`config.mk`:
```
export PLATFORM = sky130hd
export DESIGN_NAME = rd_desc_fifo
export DESIGN_NICKNAME = d
export VERILOG_FILES = /design/src/rtl/sync_dpram.sv /design/src/rtl/rd_desc_fifo.sv
export SDC_FILE = /design/constraint.sdc
export NUM_CORES = 1
export LEC_CHECK = 0
export CORE_MARGIN = 10
export CORE_UTILIZATION = 23
export CTS_BUF_LIST = sky130_fd_sc_hd__clkbuf_8
export DETAILED_ROUTE_END_ITERATION = 10
export GPL_TIMING_DRIVEN = 1
export PLACE_DENSITY = 0.49
export SKIP_LAST_GASP = 1
export SYNTH_ARGS = -nofsm -noshare
export SYNTH_HDL_FRONTEND = slang
export SYNTH_SLANG_ARGS = --single-unit
export TNS_END_PERCENT = 1
```
`constraint.sdc`:
```
create_clock -name iClk -period 3.05 [get_ports iClk]
set_input_delay 0.61 -clock iClk [delete_from_list [all_inputs] [get_ports iClk]]
set_output_delay 0.61 -clock iClk [all_outputs]
set_load 0.05 [all_outputs]
```
`src/rtl/sync_dpram.sv`:
```
// rtl/sync_dpram.sv - descriptor storage with one write port and one asynchronous read port
//
// Purpose: DW x DEPTH storage array for rd_desc_fifo. Writes happen on the
// rising edge of iClk when iWe is high; the read port is combinational so the
// FIFO head is available in the same cycle its address is presented.
// The array has no reset; its contents are only meaningful between the
// FIFO's read and write pointers.
//
// Ports:
//   iClk     - clock, rising edge
//   iWe      - write enable
//   iWrAddr  - write address
//   iWrData  - write data
//   iRdAddr  - read address
//   oRdData  - read data, mem[iRdAddr]
module sync_dpram #(
    parameter int DW    = 8,
    parameter int DEPTH = 8,
    parameter int AW    = $clog2(DEPTH)
) (
    input  logic          iClk,
    input  logic          iWe,
    input  logic [AW-1:0] iWrAddr,
    input  logic [DW-1:0] iWrData,
    input  logic [AW-1:0] iRdAddr,
    output logic [DW-1:0] oRdData
);

    logic [DW-1:0] mem [DEPTH];

    always_ff @(posedge iClk) begin
        if (iWe) begin
            mem[iWrAddr] <= iWrData;
        end
    end

    assign oRdData = mem[iRdAddr];

endmodule

```
`src/rtl/rd_desc_fifo.sv`:
```
// rtl/rd_desc_fifo.sv - first-word-fall-through read descriptor FIFO behind the WRR arbiter
//
// Purpose: buffers read descriptors between the WRR arbiter and the read
// engine. The head entry is presented on oData whenever oReq is high.
// oGnt and oReq decode only from registered pointers, so there is no
// combinational path from iReq to oGnt or from iGnt to oReq.
//
// Ports:
//   iClk        - clock, rising edge
//   iRst        - synchronous active-high reset; takes priority over everything
//   iReq/oGnt   - upstream valid/ready, iData is the upstream descriptor
//   oReq/iGnt   - downstream valid/ready, oData is the head descriptor
//   iFlush      - single-cycle synchronous discard of all entries
//   oCount      - registered occupancy
//   oAlmostFull - registered, high when occupancy >= AFULL_TH
//   oMaxCount   - peak occupancy since the last reset or flush
module rd_desc_fifo #(
    parameter int DW       = 8,
    parameter int DEPTH    = 8,
    parameter int AFULL_TH = 6
) (
    input  logic                     iClk,
    input  logic                     iRst,
    input  logic                     iReq,
    output logic                     oGnt,
    input  logic [DW-1:0]            iData,
    output logic                     oReq,
    input  logic                     iGnt,
    output logic [DW-1:0]            oData,
    input  logic                     iFlush,
    output logic [$clog2(DEPTH):0]   oCount,
    output logic                     oAlmostFull,
    output logic [$clog2(DEPTH):0]   oMaxCount
);

    localparam int AW = $clog2(DEPTH);
    localparam int PW = AW + 1;
    localparam logic [PW-1:0] AFULL_LVL = PW'(AFULL_TH);

    // Pointers carry one extra wrap bit to tell full from empty.
    logic [PW-1:0] wrPtr;
    logic [PW-1:0] rdPtr;
    logic [PW-1:0] countNext;
    logic          full;
    logic          empty;
    logic          doPush;
    logic          doPop;

    assign full  = (wrPtr[AW] != rdPtr[AW]) && (wrPtr[AW-1:0] == rdPtr[AW-1:0]);
    assign empty = (wrPtr == rdPtr);

    assign oGnt = !full;
    assign oReq = !empty;

    // A flush cycle still shows oGnt = !full, but whatever is offered is dropped.
    assign doPush = iReq && !full && !iFlush;
    assign doPop  = iGnt && !empty && !iFlush;

    always_comb begin
        countNext = oCount;
        if (doPush && !doPop) begin
            countNext = oCount + 1'b1;
        end else if (!doPush && doPop) begin
            countNext = oCount - 1'b1;
        end
    end

    always_ff @(posedge iClk) begin
        if (iRst || iFlush) begin
            wrPtr       <= '0;
            rdPtr       <= '0;
            oCount      <= '0;
            oAlmostFull <= 1'b0;
            oMaxCount   <= '0;
        end else begin
            if (doPush) begin
                wrPtr <= wrPtr + 1'b1;
            end
            if (doPop) begin
                rdPtr <= rdPtr + 1'b1;
            end
            oCount      <= countNext;
            oAlmostFull <= (countNext >= AFULL_LVL);
            if (countNext > oMaxCount) begin
                oMaxCount <= countNext;
            end
        end
    end

    // Writes are gated by reset too, so a descriptor offered during reset is not stored.
    sync_dpram #(
        .DW    (DW),
        .DEPTH (DEPTH),
        .AW    (AW)
    ) uMem (
        .iClk    (iClk),
        .iWe     (doPush && !iRst),
        .iWrAddr (wrPtr[AW-1:0]),
        .iWrData (iData),
        .iRdAddr (rdPtr[AW-1:0]),
        .oRdData (oData)
    );

endmodule

```
==> summary.md, run 1 <==
| Metric | Value |
|---|---|
| Post-synth EDFFs | 64 |
| Worst VDD drop | 0.000237 V |
| Drt pass-1 iters | 4 |
| Routed Wire Length | 7270 um |
| Initial antenna violation count | 1 |
| Mapped Avg Cell Area | 16.5 um^2 |
| Hold Slack | 501 ps |
| Worst setup margin | 95.8 ps |
| Final Util | 29.4% |
| Synth Net Count | 236 |
| Min-Delay Endpoint | oMaxCount[3]$_SDFFE_PP0N_ |
| Total negative setup slack | 0 ps |
| Drt drc | 0 |
| Worst slew margin | 65.4% |
| Total power | 2.18 mW |
| Area Overhead vs Synth | 25.7% |
| Startpoint types | input port |
| Core Rows | 45 |
| Reg-to-reg endpoint | oMaxCount[0]$_SDFFE_PP0N_ |
| Gr usage total | 7.51% |
| Clock Sinks | 84 |
| Arr. time, crit path | 3190 ps |
| Post-Place Cells | 450 |
| Dpl hpwl | 4720 um |
| Synth Instances | 215 |
| Maxcap violations | 0 |
| N_diodes | 0 |
| # IOs | 32 |
| Final period util | 96.9% |
| Fin. max-slew vios | 0 |
| Fin crit period | 2950 ps |
| Core area | 15200 um^2 |
| CTS Buf Count | 9 |
| Leak | 1.48 nW |
| Pwr dens | 489 nW/um^2 |
| Root Buffer | clkbuf_8 |
| Post-synthesis register bit count | 84 |
| Via density | 4.14 |
| Netlist Area Pre-Place | 3550 um^2 |
| Clock transition at path regs | 80 ps |
| Final setup violation count | 0 |
| Number of global-route vias before repair | 2077 |
| Initial Util | 23.4% |
| Worst reg2reg path depth | 13 |
| Final Hold Fails | 0 |
| Die area | 20800 um^2 |
| Outcome | complete, no violations |
| Worst-Margin Slew | 518 ps |
| Hold-fix buffers, CTS | 0 |
| Layout Skew | 6.65 ps |
| Non-Filler Instances | 468 |
| Top_reg_cell synth | edfxtp_1 |
| Async S/R FF share, synth | 0% |
| Seq/Total Area, Yosys | 65.3% |
| Die width | 144 um |
| Unrepaired setup endpoints after global routing | no |
| Max Fclk | 339 MHz |
| Layout cells sized above 1 | 33.9% |
| Hold depth | 2 |
| R2R setup slack | 230 ps |
| Wire length per cell | 15.5 um |
| Synth cell types | 39 |
| GPL Wtd Cong | 0.735 |
| Largest net degree at the start of global routing | 17 |
| Worst EP required | 3290 ps |
| Fillers | 1523 |
| Initial DRC count | 62 |
| Die height | 144 um |
| Grt total ovfl | 0 |
| Global-route wire length before repair | 11700 um |
| Routed Antenna Nets | 0 |
| Min-Delay Path Class | reg -> reg |
| Hold wc startpoint | oMaxCount[3]$_SDFFE_PP0N_ |
| Warnings from Yosys | 0 |
| Final nets | 296 |
| Vias | 1938 |
| IO buf count | 31 |
| FF-to-FF Start | wrPtr[2]$_SDFFE_PP0N_ |
| Dpl ws | -297 ps |
| H-tree depth | 3 |
| Crit Path Max Fanout | 5 |
| Max Buffers Root-to-Sink | 2 |
| CP Class | in -> reg |
| CTS tree | done |
| Final Instance Area | 4470 um^2 |
| Clk Latency, worst-skew pair | 360 ps |
| Placed inst area | 4250 um^2 |
| CP Capture Type | flip-flop |
==> worst max-delay path by stage <==
stage	startpoint	end	slack [ps]
after CTS	iFlush	oMaxCount[0]$_SDFFE_PP0N_	90
after floorplan	wrPtr[1]$_SDFFE_PP0N_	oMaxCount[2]$_SDFFE_PP0N_	-40
after global routing	iFlush	oMaxCount[0]$_SDFFE_PP0N_	7
after global placement	iFlush	oMaxCount[2]$_SDFFE_PP0N_	-190
after detailed placement	iFlush	oMaxCount[0]$_SDFFE_PP0N_	-300
final	iFlush	oMaxCount[0]$_SDFFE_PP0N_	100
==> where the power goes <==
| part | switching [mW] | total, mW | internal, mW | leakage, nW |
|---|---|---|---|---|
| Clock | 0.417 | 0.798 | 0.381 | 0.0937 |
| Combinational | 0.0792 | 0.149 | 0.0694 | 0.647 |
| Sequential | 0.00445 | 1.24 | 1.23 | 0.738 |
| Total | 0.500 | 2.18 | 1.68 | 1.48 |
==> metal layers <==
metal	track usage [%]	vias up	part of all wire, %	wire, um
met2	11.1	39	45	3290
met1	9.59	954	48	3460
met4	2.23	2	1.3	94
met5	0	-	0.11	8
li1	-	932	-	-
met3	3.48	11	5.7	416
==> final cells by class <==
type                            count  area (um^2)  share of cell area (%)
Clock inverter                      7         73.8                    1.65
Clock buffer                        9          124                    2.77
Inverter                           10         37.5                   0.840
Tap cell                          188          235                    5.27
Multi-Input combinational cell    113         1190                    26.6
Sequential cell                    84         2320                    52.0
Timing Repair Buffer               57          485                    10.9
==> what timing repair did <==
action	4_1_cts	5_1_grt
endpoints found under the setup margin	0	4
resized for setup	0	2
setup buffers	0	2
==> critical path, stage by stage <==
cell and delay, ps:
clkdlybuf4s50_1 420, nand2b_2 180, or2_2 300, o22ai_4 250, mux2_4 210, o21ai_2 60, inv_1 60, ha_1 230
nor2b_1 140, o21a_1 160, o21a_1 170, o21a_4 210, nand2_2 90, o22ai_1 80
==> synth_stat cells (2+ instances only) <==
master	number	area share, %
mux2i_1	3	0.84
mux4_2	16	10
dfxtp_1	20	11
buf_2	2	0.28
mux2_2	9	2.9
xnor2_2	3	1.4
o22ai_1	5	0.88
clkbuf_1	3	0.32
nor3_1	2	0.28
edfxtp_1	64	54
inv_1	10	1.1
o21a_1	3	0.63
or2_2	2	0.35
nand4_1	4	0.70
nand2b_1	3	0.53
nor2_1	19	2.0
nand2_1	9	0.95
ha_1	8	2.8
xor2_1	6	1.5
a22oi_2	2	0.70
xnor2_1	4	0.99
==> state kept, by name, indices dropped and copies added, names as in the netlist, named ones only <==
signal and flops:
oAlmostFull 1, rdPtr 4, wrPtr 4, oCount 4, oMaxCount 4, uMem.mem 64
==> placed cells by master (no fill, tap or decap), drive strengths merged, types with 7 or more instances in the layout <==
cell type / count
buf: 34
edfxtp: 64
mux2: 9
clkbuf: 9
xnor2: 7
mux4: 16
clkdlybuf4s50: 23
xor2: 7
nand2: 9
nor2: 20
inv: 13
ha: 8
dfxtp: 20
==> cell families after synthesis <==
kind of cell,share of synthesized area (%)
AOI/OAI and AO/OA,4.72
xor gates and xnor gates,4.29
adders and majority gates,2.82
buffers and inverters,2.36
DFF,65.3
muxes,13.8
and+or+nand+nor,6.65
(Power assumes the default switching activity.)
==> inputs of run 2 (changes only) <==
--- a/config.mk
+++ b/config.mk
@@ -6,13 +6,13 @@
 export NUM_CORES = 1
 export LEC_CHECK = 0
 export CORE_MARGIN = 10
-export CORE_UTILIZATION = 23
+export CORE_UTILIZATION = 59
 export CTS_BUF_LIST = sky130_fd_sc_hd__clkbuf_8
 export DETAILED_ROUTE_END_ITERATION = 10
 export GPL_TIMING_DRIVEN = 1
-export PLACE_DENSITY = 0.49
+export PLACE_DENSITY = 0.91
 export SKIP_LAST_GASP = 1
 export SYNTH_ARGS = -nofsm -noshare
 export SYNTH_HDL_FRONTEND = slang
+export SYNTH_HIERARCHICAL = 1
 export SYNTH_SLANG_ARGS = --single-unit
-export TNS_END_PERCENT = 1
==> run 2 against run 1 <==
Effect of this change: the run now ends with setup timing left; critical path depth down 1; largest cell class unchanged; routed wire length up 9.7%; core utilization up 49 points.
==> summary.md, run 2 <==
| Metric | Value |
|---|---|
| Fin crit period | 3300 ps |
| Most common cell after layout, fill and taps aside | edfxtp_1 |
| Worst VDD drop | 0.000385 V |
| Initial Util | 61.1% |
| Netlist Area Pre-Place | 3620 um^2 |
| Worst path slowest cell | o41a_1 |
| Worst EP required | 3290 ps |
| Top post-synthesis cells by count | edfxtp_1 (64), nor2_1 (22), dfxtp_1 (17) |
| GPL Wtd Cong | 0.839 |
| CTS Buf Count | 9 |
| Clk Latency, worst-skew pair | 340 ps |
| IO buf count | 31 |
| Flop pwr share | 56.7% |
| Core Rows | 28 |
| Layout cells sized above 1 | 36.7% |
| Global-route wire length before repair | 12700 um |
| Root Buffer | clkbuf_8 |
| Synth Instances | 229 |
| Core area | 5920 um^2 |
| H-tree depth | 3 |
| CP cell instances | xor2_4 > o41a_1 > nor3_2 > o21ai_2 > nand2b_4 > inv_2 > ha_4 > nand2_2 > or3_4 > o22a_1 > o211ai_1 > mux2i_4 > mux2_4 |
| Cell with the most instances after synthesis | edfxtp_1 |
| Final Hold Fails | 0 |
| CTS tree | done |
| Largest cells by area after synthesis | edfxtp_1 (53%), mux4_1 (11%), dfxtp_1 (9.4%), mux2_2 (2.8%), ha_1 (2.4%) |
| Switching power total | 0.466 mW |
| Placed inst area | 4310 um^2 |
| Arr. time, crit path | 3540 ps |
| Seq/Total Area, Yosys | 62.5% |
| Largest net degree at the start of global routing | 20 |
| Die area | 9670 um^2 |
| Worst-Margin Slew | 523 ps |
| Via density | 5.87 |
| Clock transition at path regs | 80 ps |
| Routed Antenna Nets | 0 |
| N_diodes | 0 |
| Drt pass-1 iters | 4 |
| Mapped Avg Cell Area | 15.8 um^2 |
| Final nets | 331 |
| Die height | 98.3 um |
| Startpoint types | flip-flop |
| Min-Delay Path Class | reg -> reg |
| Pwr dens | 454 nW/um^2 |
| Initial antenna violation count | 0 |
| Synth top area share | 53.1% |
| Switching part of the total | 22.1% |
| Worst setup margin | -254 ps |
| Fin. max-slew vios | 0 |
| Synth area leader | edfxtp_1 |
| Largest Register | uMem/mem |
| Async S/R FF share, synth | 0% |
| Synth Net Count | 249 |
| # IOs | 32 |
| Outcome | finished with violations |
| Crit Path Max Fanout | 4 |
| Die width | 98.3 um |
| Crit-path max cell delay | 530 ps |
| Routed Wire Length | 7980 um |
| Most frequent cells in the layout | edfxtp_1 (64), buf_4 (57), nor2_1 (22) |
| Drt drc | 0 |
| CP Capture Type | flip-flop |
| Maxcap violations | 0 |
| Wire length per cell | 20.4 um |
| Synth cell types | 45 |
| Final period util | 108% |
| Post-synthesis register bit count | 81 |
| Leak | 1.70 nW |
| Max reg flops | 64 |
| R2R setup slack | -250 ps |
| Max Fclk | 303 MHz |
| Unrepaired setup endpoints after global routing | yes |
| Area Overhead vs Synth | 28.6% |
| Dpl ws | -664 ps |
| Layout Skew | 6.04 ps |
| Max Buffers Root-to-Sink | 2 |
| Final setup violation count | 4 |
| Final Instance Area | 4650 um^2 |
| Post-synth EDFFs | 64 |
| Initial DRC count | 150 |
| Gr usage total | 16.8% |
| Clock Sinks | 81 |
| Warnings from Yosys | 6 |
| Dpl hpwl | 5380 um |
| Worst slew margin | 65.0% |
| Failing checks | setup timing |
| Vias | 2294 |
| CP Class | reg -> reg |
| Power share of the combinational group | 7.6% |
| Clock power frac | 35.8% |
| Top_reg_cell synth | edfxtp_1 |
| Number of global-route vias before repair | 2425 |
| Grt total ovfl | 0 |
| Internal power | 1.65 mW |
==> run 2: changes by cell type after synthesis, moves of 4 or more <==
cell	previous run	this run
a21oi_1	0	6
mux4_2	16	1
o22ai_1	5	0
nor3_1	2	6
mux4_1	0	15
==> run 2: per-stage QoR <==
step	hold slack [ps]	total power [mW]	utilization (%)	TNS [ps]	cells
5_1_grt	538	2.17	78.6	-1260	391
4_1_cts	512	2.12	77.9	-588	390
3_5_place_dp	501	1.36	72.8	-2400	370
3_3_place_gp	486	1.36	72.8	-1910	370
2_1_floorplan	490	1.30	-	0	229
6_report	509	2.11	78.6	-940	391
==> run 2: power groups by stage <==
stage | registers, mW | logic, mW | clock network, mW
after CTS | 1.20 | 0.153 | 0.766
after global routing | 1.20 | 0.169 | 0.806
after detailed placement | 1.22 | 0.140 | 0
after floorplan | 1.23 | 0.0735 | 0
after global placement | 1.22 | 0.135 | 0
final | 1.20 | 0.160 | 0.755
==> run 2: worst paths after layout <==
| kind | end | start | cells after the start |
|---|---|---|---|
| worst min-delay path | oMaxCount[3]$_SDFFE_PP0N_ | oMaxCount[3]$_SDFFE_PP0N_ | 2 |
| worst max-delay path | oMaxCount[2]$_SDFFE_PP0N_ | wrPtr[3]$_SDFFE_PP0N_ | 13 |
| worst max register to register | oMaxCount[2]$_SDFFE_PP0N_ | wrPtr[3]$_SDFFE_PP0N_ | 13 |
| worst min register to register | oMaxCount[3]$_SDFFE_PP0N_ | oMaxCount[3]$_SDFFE_PP0N_ | 2 |
==> run 2: logic make-up (layout without fill, tap and decap cells) <==
logic type               count (synthesis)  after routing  share of synthesized area (%)
flip-flops                              81             81                           62.5
AND/OR/NAND/NOR                         61             61                           7.99
multiplexers                            29             29                           15.8
AO/OA/AOI/OAI                           21             21                           4.70
XOR/XNOR                                15             15                           4.25
buffers and inverters                   15            102                           2.28
adder cells (fa/ha/maj)                  7              7                           2.42
==> run 2: cell type report <==
| cell class | instances | area, um^2 |
|---|---|---|
| sequential | 81 | 2280 |
| multi-input combinational | 133 | 1410 |
| fill | 329 | 1270 |
| timing repair buffer | 79 | 654 |
| clock buffer | 9 | 124 |
| tap | 75 | 93.8 |
| clock inverter | 7 | 68.8 |
| inverter | 7 | 26.3 |
==> run 2: critical path: cells and delay by family (launching register included) <==
family | cells | cell delay (ps)
XOR/XNOR | 1 | 210
buffers and inverters | 1 | 50
multiplexers | 2 | 460
AO/OA/AOI/OAI | 4 | 1050
AND/OR/NAND/NOR | 4 | 790
flip-flops | 1 | 370
adder cells (fa/ha/maj) | 1 | 270
==> run 2: repair_timing <==
action	CTS	global route
buffers inserted	4	1
setup endpoints to repair	4	4
gates resized for setup	18	9
endpoints found under the hold margin	0	0
hold buffers	0	0
pin swaps	10	8
cloned	0	0
==> run 2: routing by layer <==
layer	up-vias	global-route usage, %	share of wire [%]
met4	0	7.39	2.6
met5	-	0	0
met2	69	28.6	51
met3	22	3.88	4.4
met1	1151	19.7	42
li1	1052	-	-
==> RTL edit 1, RTL diff (flow settings as in run 1) <==
Register the output `oCount` once more, without a reset; this adds one clock of latency there. The other outputs are not delayed to match. Comments in the files are not updated.
--- a/src/rtl/rd_desc_fifo.sv
+++ b/src/rtl/rd_desc_fifo.sv
@@ -37,6 +37,8 @@
     localparam int PW = AW + 1;
     localparam logic [PW-1:0] AFULL_LVL = PW'(AFULL_TH);
 
+    logic [$clog2(DEPTH):0] oCount_s0;
+
     // Pointers carry one extra wrap bit to tell full from empty.
     logic [PW-1:0] wrPtr;
     logic [PW-1:0] rdPtr;
@@ -57,11 +59,11 @@
     assign doPop  = iGnt && !empty && !iFlush;
 
     always_comb begin
-        countNext = oCount;
+        countNext = oCount_s0;
         if (doPush && !doPop) begin
-            countNext = oCount + 1'b1;
+            countNext = oCount_s0 + 1'b1;
         end else if (!doPush && doPop) begin
-            countNext = oCount - 1'b1;
+            countNext = oCount_s0 - 1'b1;
         end
     end
 
@@ -69,7 +71,7 @@
         if (iRst || iFlush) begin
             wrPtr       <= '0;
             rdPtr       <= '0;
-            oCount      <= '0;
+            oCount_s0   <= '0;
             oAlmostFull <= 1'b0;
             oMaxCount   <= '0;
         end else begin
@@ -79,7 +81,7 @@
             if (doPop) begin
                 rdPtr <= rdPtr + 1'b1;
             end
-            oCount      <= countNext;
+            oCount_s0   <= countNext;
             oAlmostFull <= (countNext >= AFULL_LVL);
             if (countNext > oMaxCount) begin
                 oMaxCount <= countNext;
@@ -101,5 +103,9 @@
         .oRdData (oData)
     );
 
+    always_ff @(posedge iClk) begin
+        oCount <= oCount_s0;
+    end
+
 endmodule
 
Check against the original RTL: not equivalent (a bounded check fails within 4 cycles, from zero or initial values).
==> RTL edit 1 against run 1 <==
Wire length increased by 0.62%. Combinational power decreased by 5%. Cell area increased by 2.7%. Critical endpoint is now oMaxCount[2]. Sequential cell count increased by 4. First-iteration DRC count increased by 100%. Total power increased by 0.98%. Setup slack improved by 0.059 ns. Area after synthesis increased by 1.5%.
==> RTL edit 1: results (changes against run 1) <==
| Metric | Value |
|---|---|
| Post-synthesis compound-gate area fraction | `4.33% (was 4.72%)` |
| Via count of the first global-routing pass | `2165 (was 2077)` |
| Setup slack of the most critical reg-to-reg path | `0.29 ns (was 0.23 ns)` |
| Worst supply voltage drop on vdd | `0.171 mV (was 0.237 mV)` |
| Mux share of post-synthesis cell area | `13.6% (was 13.8%)` |
| Hold slack final | `0.394 ns (was 0.501 ns)` |
| Slew HR | `64.1% (was 65.4%)` |
| Worst slack, placed | `-0.265 ns (was -0.297 ns)` |
| Data arrival at the endpoint of the critical path | `3.15 ns (was 3.19 ns)` |
| Destination of the worst hold path | `oCount[3] (was oMaxCount[3])` |
| Final layout net count | `303 (was 296)` |
| Worst Clk Skew | `0.0102 ns (was 0.00665 ns)` |
| First-pass GRT wire length | `12000 um (was 11700 um)` |
| Sequential share of the synthesized area | `66.6% (was 65.3%)` |
| Number of placed instances, taps included | `480 (was 450)` |
| Global routing met2 resource utilization | `10.9% (was 11.1%)` |
| Ranking of synthesized cells by area | `sky130_fd_sc_hd__edfxtp_1 (53%), sky130_fd_sc_hd__dfxtp_1 (13%), sky130_fd_sc_hd__mux4_2 (10%) (was sky130_fd_sc_hd__edfxtp_1 (54%), sky130_fd_sc_hd__dfxtp_1 (11%), sky130_fd_sc_hd__mux4_2 (10%))` |
| Number of vias in the routed layout | `1956 (was 1938)` |
| Routed met1 length | `3390 um (was 3460 um)` |
| Reg2reg start | `wrPtr[1] (was wrPtr[2])` |
| Min-Delay Startpoint | `oCount_s0[3] (was oMaxCount[3])` |
| Syn Nets | `240 (was 236)` |
| Power density over the cells | `481 nW/um2 (was 489 nW/um2)` |
| Wire length on met3 | `403 um (was 416 um)` |
| Uppermost layer routed | `met4 (was met5)` |
| Internal Pwr Total | `1.72 mW (was 1.68 mW)` |
| Library cell used as clock root buffer | `sky130_fd_sc_hd__clkbuf_8 (unchanged)` |
| Clock network power | `773 uW (was 798 uW)` |
| Post-DP HPWL | `4980 um (was 4720 um)` |
| Outcome | `completed (unchanged)` |
| Placed instance area | `4370 um2 (was 4250 um2)` |
| Met1 usage | `8.91% (was 9.59%)` |
| Antenna violations before repair | `0 (was 1)` |
| Leakage power total | `1.54 nW (was 1.48 nW)` |
| Global-route met3 utilization | `3.29% (was 3.48%)` |
| Share of layout cells above drive strength 1 | `33.8% (was 33.9%)` |
| DRC violation total after the first TritonRoute iteration | `125 (was 62)` |
| Non-filler instance count after layout | `498 (was 468)` |
| Combinational fraction of design power | `6.4% (was 6.8%)` |
| Syn_area_per_cell | `16.5 um2 (about the same)` |
| Count of different cell masters after synthesis | `36 (was 39)` |
| Adder-cell share of the synthesized area | `2.77% (was 2.82%)` |
| Number of instances on the worst hold path | `0 (was 2)` |
| Reg with most FFs | `uMem.mem (unchanged)` |
| Final Wtd Congestion | `0.706 (was 0.735)` |
[RTL edit 1: worst max-delay path: stages]
cell and delay (ns):
sky130_fd_sc_hd__clkdlybuf4s50_1 0.45, sky130_fd_sc_hd__nand2b_4 0.16, sky130_fd_sc_hd__or2_2 0.30, sky130_fd_sc_hd__o22ai_4 0.17
sky130_fd_sc_hd__buf_4 0.16, sky130_fd_sc_hd__a22oi_2 0.07, sky130_fd_sc_hd__xor2_1 0.17, sky130_fd_sc_hd__inv_1 0.07
sky130_fd_sc_hd__ha_1 0.29, sky130_fd_sc_hd__o21a_1 0.11, sky130_fd_sc_hd__o21a_1 0.16, sky130_fd_sc_hd__o21a_2 0.25
sky130_fd_sc_hd__nand2_2 0.11, sky130_fd_sc_hd__o22ai_1 0.08
[RTL edit 1: kinds of logic (layout without fill, tap and decap cells)]
logic type      after synthesis  count (layout)
xor+xnor                     14              14
flops                        88              88
simple gates                 47              47
fa+ha+maj                     8               8
mux                          28              28
compound gates               16              16
buf+inv                      18              86
[RTL edit 1: how the worst max path moves through the flow]
stage	start	to	slack, ns	cells past startpoint
2_1_floorplan	wrPtr[1]	oMaxCount[2]	-0.02	14
3_3_place_gp	iFlush	oMaxCount[1]	-0.19	14
3_5_place_dp	iFlush	oMaxCount[2]	-0.27	14
4_1_cts	iFlush	oMaxCount[2]	0.12	14
5_1_grt	iFlush	oMaxCount[2]	0.02	14
6_report	iFlush	oMaxCount[2]	0.15	14
[RTL edit 1: final cells by class]
type                       count  area, um2
clock buffer                   9        124
multi-input combinational    113       1180
fill                        1553      10700
sequential                    88       2410
clock inverter                 7       62.6
inverter                      10       37.5
tap                          211        264
timing repair buffer          60        510
[RTL edit 1: what timing repair did]
action / in CTS / in global routing
setup endpoints to repair: 0 / 4
gates resized for setup: 0 / 4
buffers inserted: 0 / 2
==> RTL edit 2, RTL diff (flow settings as in run 1) <==
Without the edit above. `DW` is set to 8 in 2 places; all go to 10.
--- a/src/rtl/sync_dpram.sv
+++ b/src/rtl/sync_dpram.sv
@@ -14,7 +14,7 @@
 //   iRdAddr  - read address
 //   oRdData  - read data, mem[iRdAddr]
 module sync_dpram #(
-    parameter int DW    = 8,
+    parameter int DW    = 10,
     parameter int DEPTH = 8,
     parameter int AW    = $clog2(DEPTH)
 ) (
--- a/src/rtl/rd_desc_fifo.sv
+++ b/src/rtl/rd_desc_fifo.sv
@@ -15,7 +15,7 @@
 //   oAlmostFull - registered, high when occupancy >= AFULL_TH
 //   oMaxCount   - peak occupancy since the last reset or flush
 module rd_desc_fifo #(
-    parameter int DW       = 8,
+    parameter int DW       = 10,
     parameter int DEPTH    = 8,
     parameter int AFULL_TH = 6
 ) (
Ports: changed (resized iData and oData); port bits go from 32 to 36. No check against the original RTL was run, so the function may have changed too.
==> RTL edit 2 against run 1 <==
Cell area grew 15%. Critical path depth is the same. Critical endpoint is now oMaxCount[2]. Combinational power grew 7%. Die area grew 14%. Register-to-register slack gained 0.06 ns. Count of clock-buffer cells in the layout is the same. Wire length grew 18%. Sequential cell count grew 16. Setup slack gained 0.017 ns. Total power grew 12%. Area after synthesis grew 17%.
==> RTL edit 2: results (changes against run 1) <==
| Metric | Value |
|---|---|
| Outcome | `completed (unchanged)` |
| Final layout net count | `324 (was 296)` |
| Leakage power total | `1.67 nW (was 1.48 nW)` |
| Reg with most FFs | `uMem.mem (unchanged)` |
| Final Wtd Congestion | `0.725 (was 0.735)` |
| Worst supply voltage drop on vdd | `0.181 mV (was 0.237 mV)` |
| Worst Clk Skew | `0.00861 ns (was 0.00665 ns)` |
| Syn Nets | `260 (was 236)` |
| Number of placed instances, taps included | `518 (was 450)` |
| First-pass GRT wire length | `13600 um (was 11700 um)` |
| Total global-route track usage | `7.40% (was 7.51%)` |
| Setup-violating endpoint count in the final report | `0 (unchanged)` |
| Post-DP HPWL | `5440 um (was 4720 um)` |
| Max-slew violations | `0 (unchanged)` |
| Wire length on met3 | `502 um (was 416 um)` |
| Ranking of synthesized cells by instance count | `sky130_fd_sc_hd__edfxtp_1 (80), sky130_fd_sc_hd__dfxtp_1 (20), sky130_fd_sc_hd__mux4_2 (20) (was sky130_fd_sc_hd__edfxtp_1 (64), sky130_fd_sc_hd__dfxtp_1 (20), sky130_fd_sc_hd__nor2_1 (19))` |
| DRC violation total after the first TritonRoute iteration | `75 (was 62)` |
| Share of layout cells above drive strength 1 | `34.6% (was 33.9%)` |
| Number of fillers in the final layout | `1779 (was 1523)` |
| Setup slack of the most critical reg-to-reg path | `0.29 ns (was 0.23 ns)` |
| Count of different cell masters after synthesis | `39 (unchanged)` |
| Count of input and output buffers | `35 (was 31)` |
| Number of vias per cell after detailed routing | `4.06 (was 4.14)` |
| Routed met1 length | `4020 um (was 3460 um)` |
| Flip-flop count of the largest register, all copies and words added | `80 (was 64)` |
| Stage delay of the slowest cell on the critical path | `0.43 ns` |
| Largest net degree at the start of global routing | `21 (was 17)` |
| Detailed-route wire length | `8590 um (was 7270 um)` |
| Worst-margin pin slew | `0.610 ns (was 0.518 ns)` |
| Non-filler instance count after layout | `536 (was 468)` |
| Data arrival at the endpoint of the critical path | `3.19 ns (about the same)` |
| Uppermost layer routed | `met4 (was met5)` |
| Clock latency on the worst-skew pair | `0.36 ns (about the same)` |
| Syn_area_per_cell | `17.5 um2 (was 16.5 um2)` |
| Ranking of synthesized cells by area | `sky130_fd_sc_hd__edfxtp_1 (58%), sky130_fd_sc_hd__mux4_2 (11%), sky130_fd_sc_hd__dfxtp_1 (9.7%) (was sky130_fd_sc_hd__edfxtp_1 (54%), sky130_fd_sc_hd__dfxtp_1 (11%), sky130_fd_sc_hd__mux4_2 (10%))` |
| Post-CTS clock slew at the launch and capture registers of the worst setup and hold paths | `0.09 ns` |
| Via count of the first global-routing pass | `2415 (was 2077)` |
| Largest area contributor in the synthesized netlist | `sky130_fd_sc_hd__edfxtp_1 (unchanged)` |
| Count of flip-flops with a built-in enable after synthesis | `80 (was 64)` |
| Routed met2 length | `3970 um (was 3290 um)` |
| Sequential share of the synthesized area | `67.6% (was 65.3%)` |
[RTL edit 2: cell count changes after synthesis, sizes merged]
cell    change
mux2        +2
mux4        +4
edfxtp     +16
[RTL edit 2: cells by family (layout without fill, tap and decap cells)]
kind of cell	after synthesis	in the layout	synth area share, %
other	0	1	0
flip-flops	100	100	67.6
AO/OA/AOI/OAI	16	16	4.04
XOR/XNOR	14	14	3.68
AND/OR/NAND/NOR	47	47	5.70
buffers and inverters	18	87	2.02
multiplexers	34	34	14.6
adder cells (fa/ha/maj)	8	8	2.41
[RTL edit 2: what timing repair did]
action	CTS	global route
endpoints found under the setup margin	0	4
buffers inserted	0	1
resized for setup	0	4
[RTL edit 2: worst paths after layout]
check                from      endpoint  depth (start not counted)
max reg2reg      rdPtr[0]  oMaxCount[2]                         13
max                iFlush  oMaxCount[2]                         14
min          oMaxCount[3]  oMaxCount[3]                          2
min reg2reg  oMaxCount[3]  oMaxCount[3]                          2
[RTL edit 2: layout make-up]
cell class / instances / share of cell area, %
inverters: 10 / 0.729
multi-input cells: 119 / 25.5
diodes: 1 / 0.0486
repair buffers: 61 / 10.1
clock inverters: 7 / 1.17
flip-flops and latches: 100 / 54.4
clock buffers: 9 / 2.41
well taps: 229 / 5.57
[RTL edit 2: routing by layer]
metal,global-route usage (%),vias to the layer above
li1,-,1032
met1,9.28,1090
met2,11.5,45
met3,3.05,10
met4,2.07,0
met5,0,-
[RTL edit 2: tightest hold or removal path, delay by kind of cell, from the launching register on]
kind | cells | cell delay, ns
DFF | 1 | 0.34
and+or+nand+nor | 1 | 0.06
AOI/OAI and AO/OA | 1 | 0.06
[RTL edit 2: stage by stage]
stage	util (%)	instance area, um2	hold WS, ns	setup slack, ns
final	28.9	5150	0.506	0.113
after detailed placement	27.7	4930	0.493	-0.278
after floorplan	-	4180	0.538	-0.0394
after CTS	28.7	5120	0.511	0.109
after global placement	27.7	4930	0.484	-0.183
after global routing	28.8	5150	0.535	0.0353
[RTL edit 2: report_power, final]
part	internal [mW]	total (mW)	switching, mW
registers	1.48	1.48	0.00440
logic	0.0717	0.159	0.0872
clock network	0.311	0.804	0.492
total	1.86	2.44	0.584
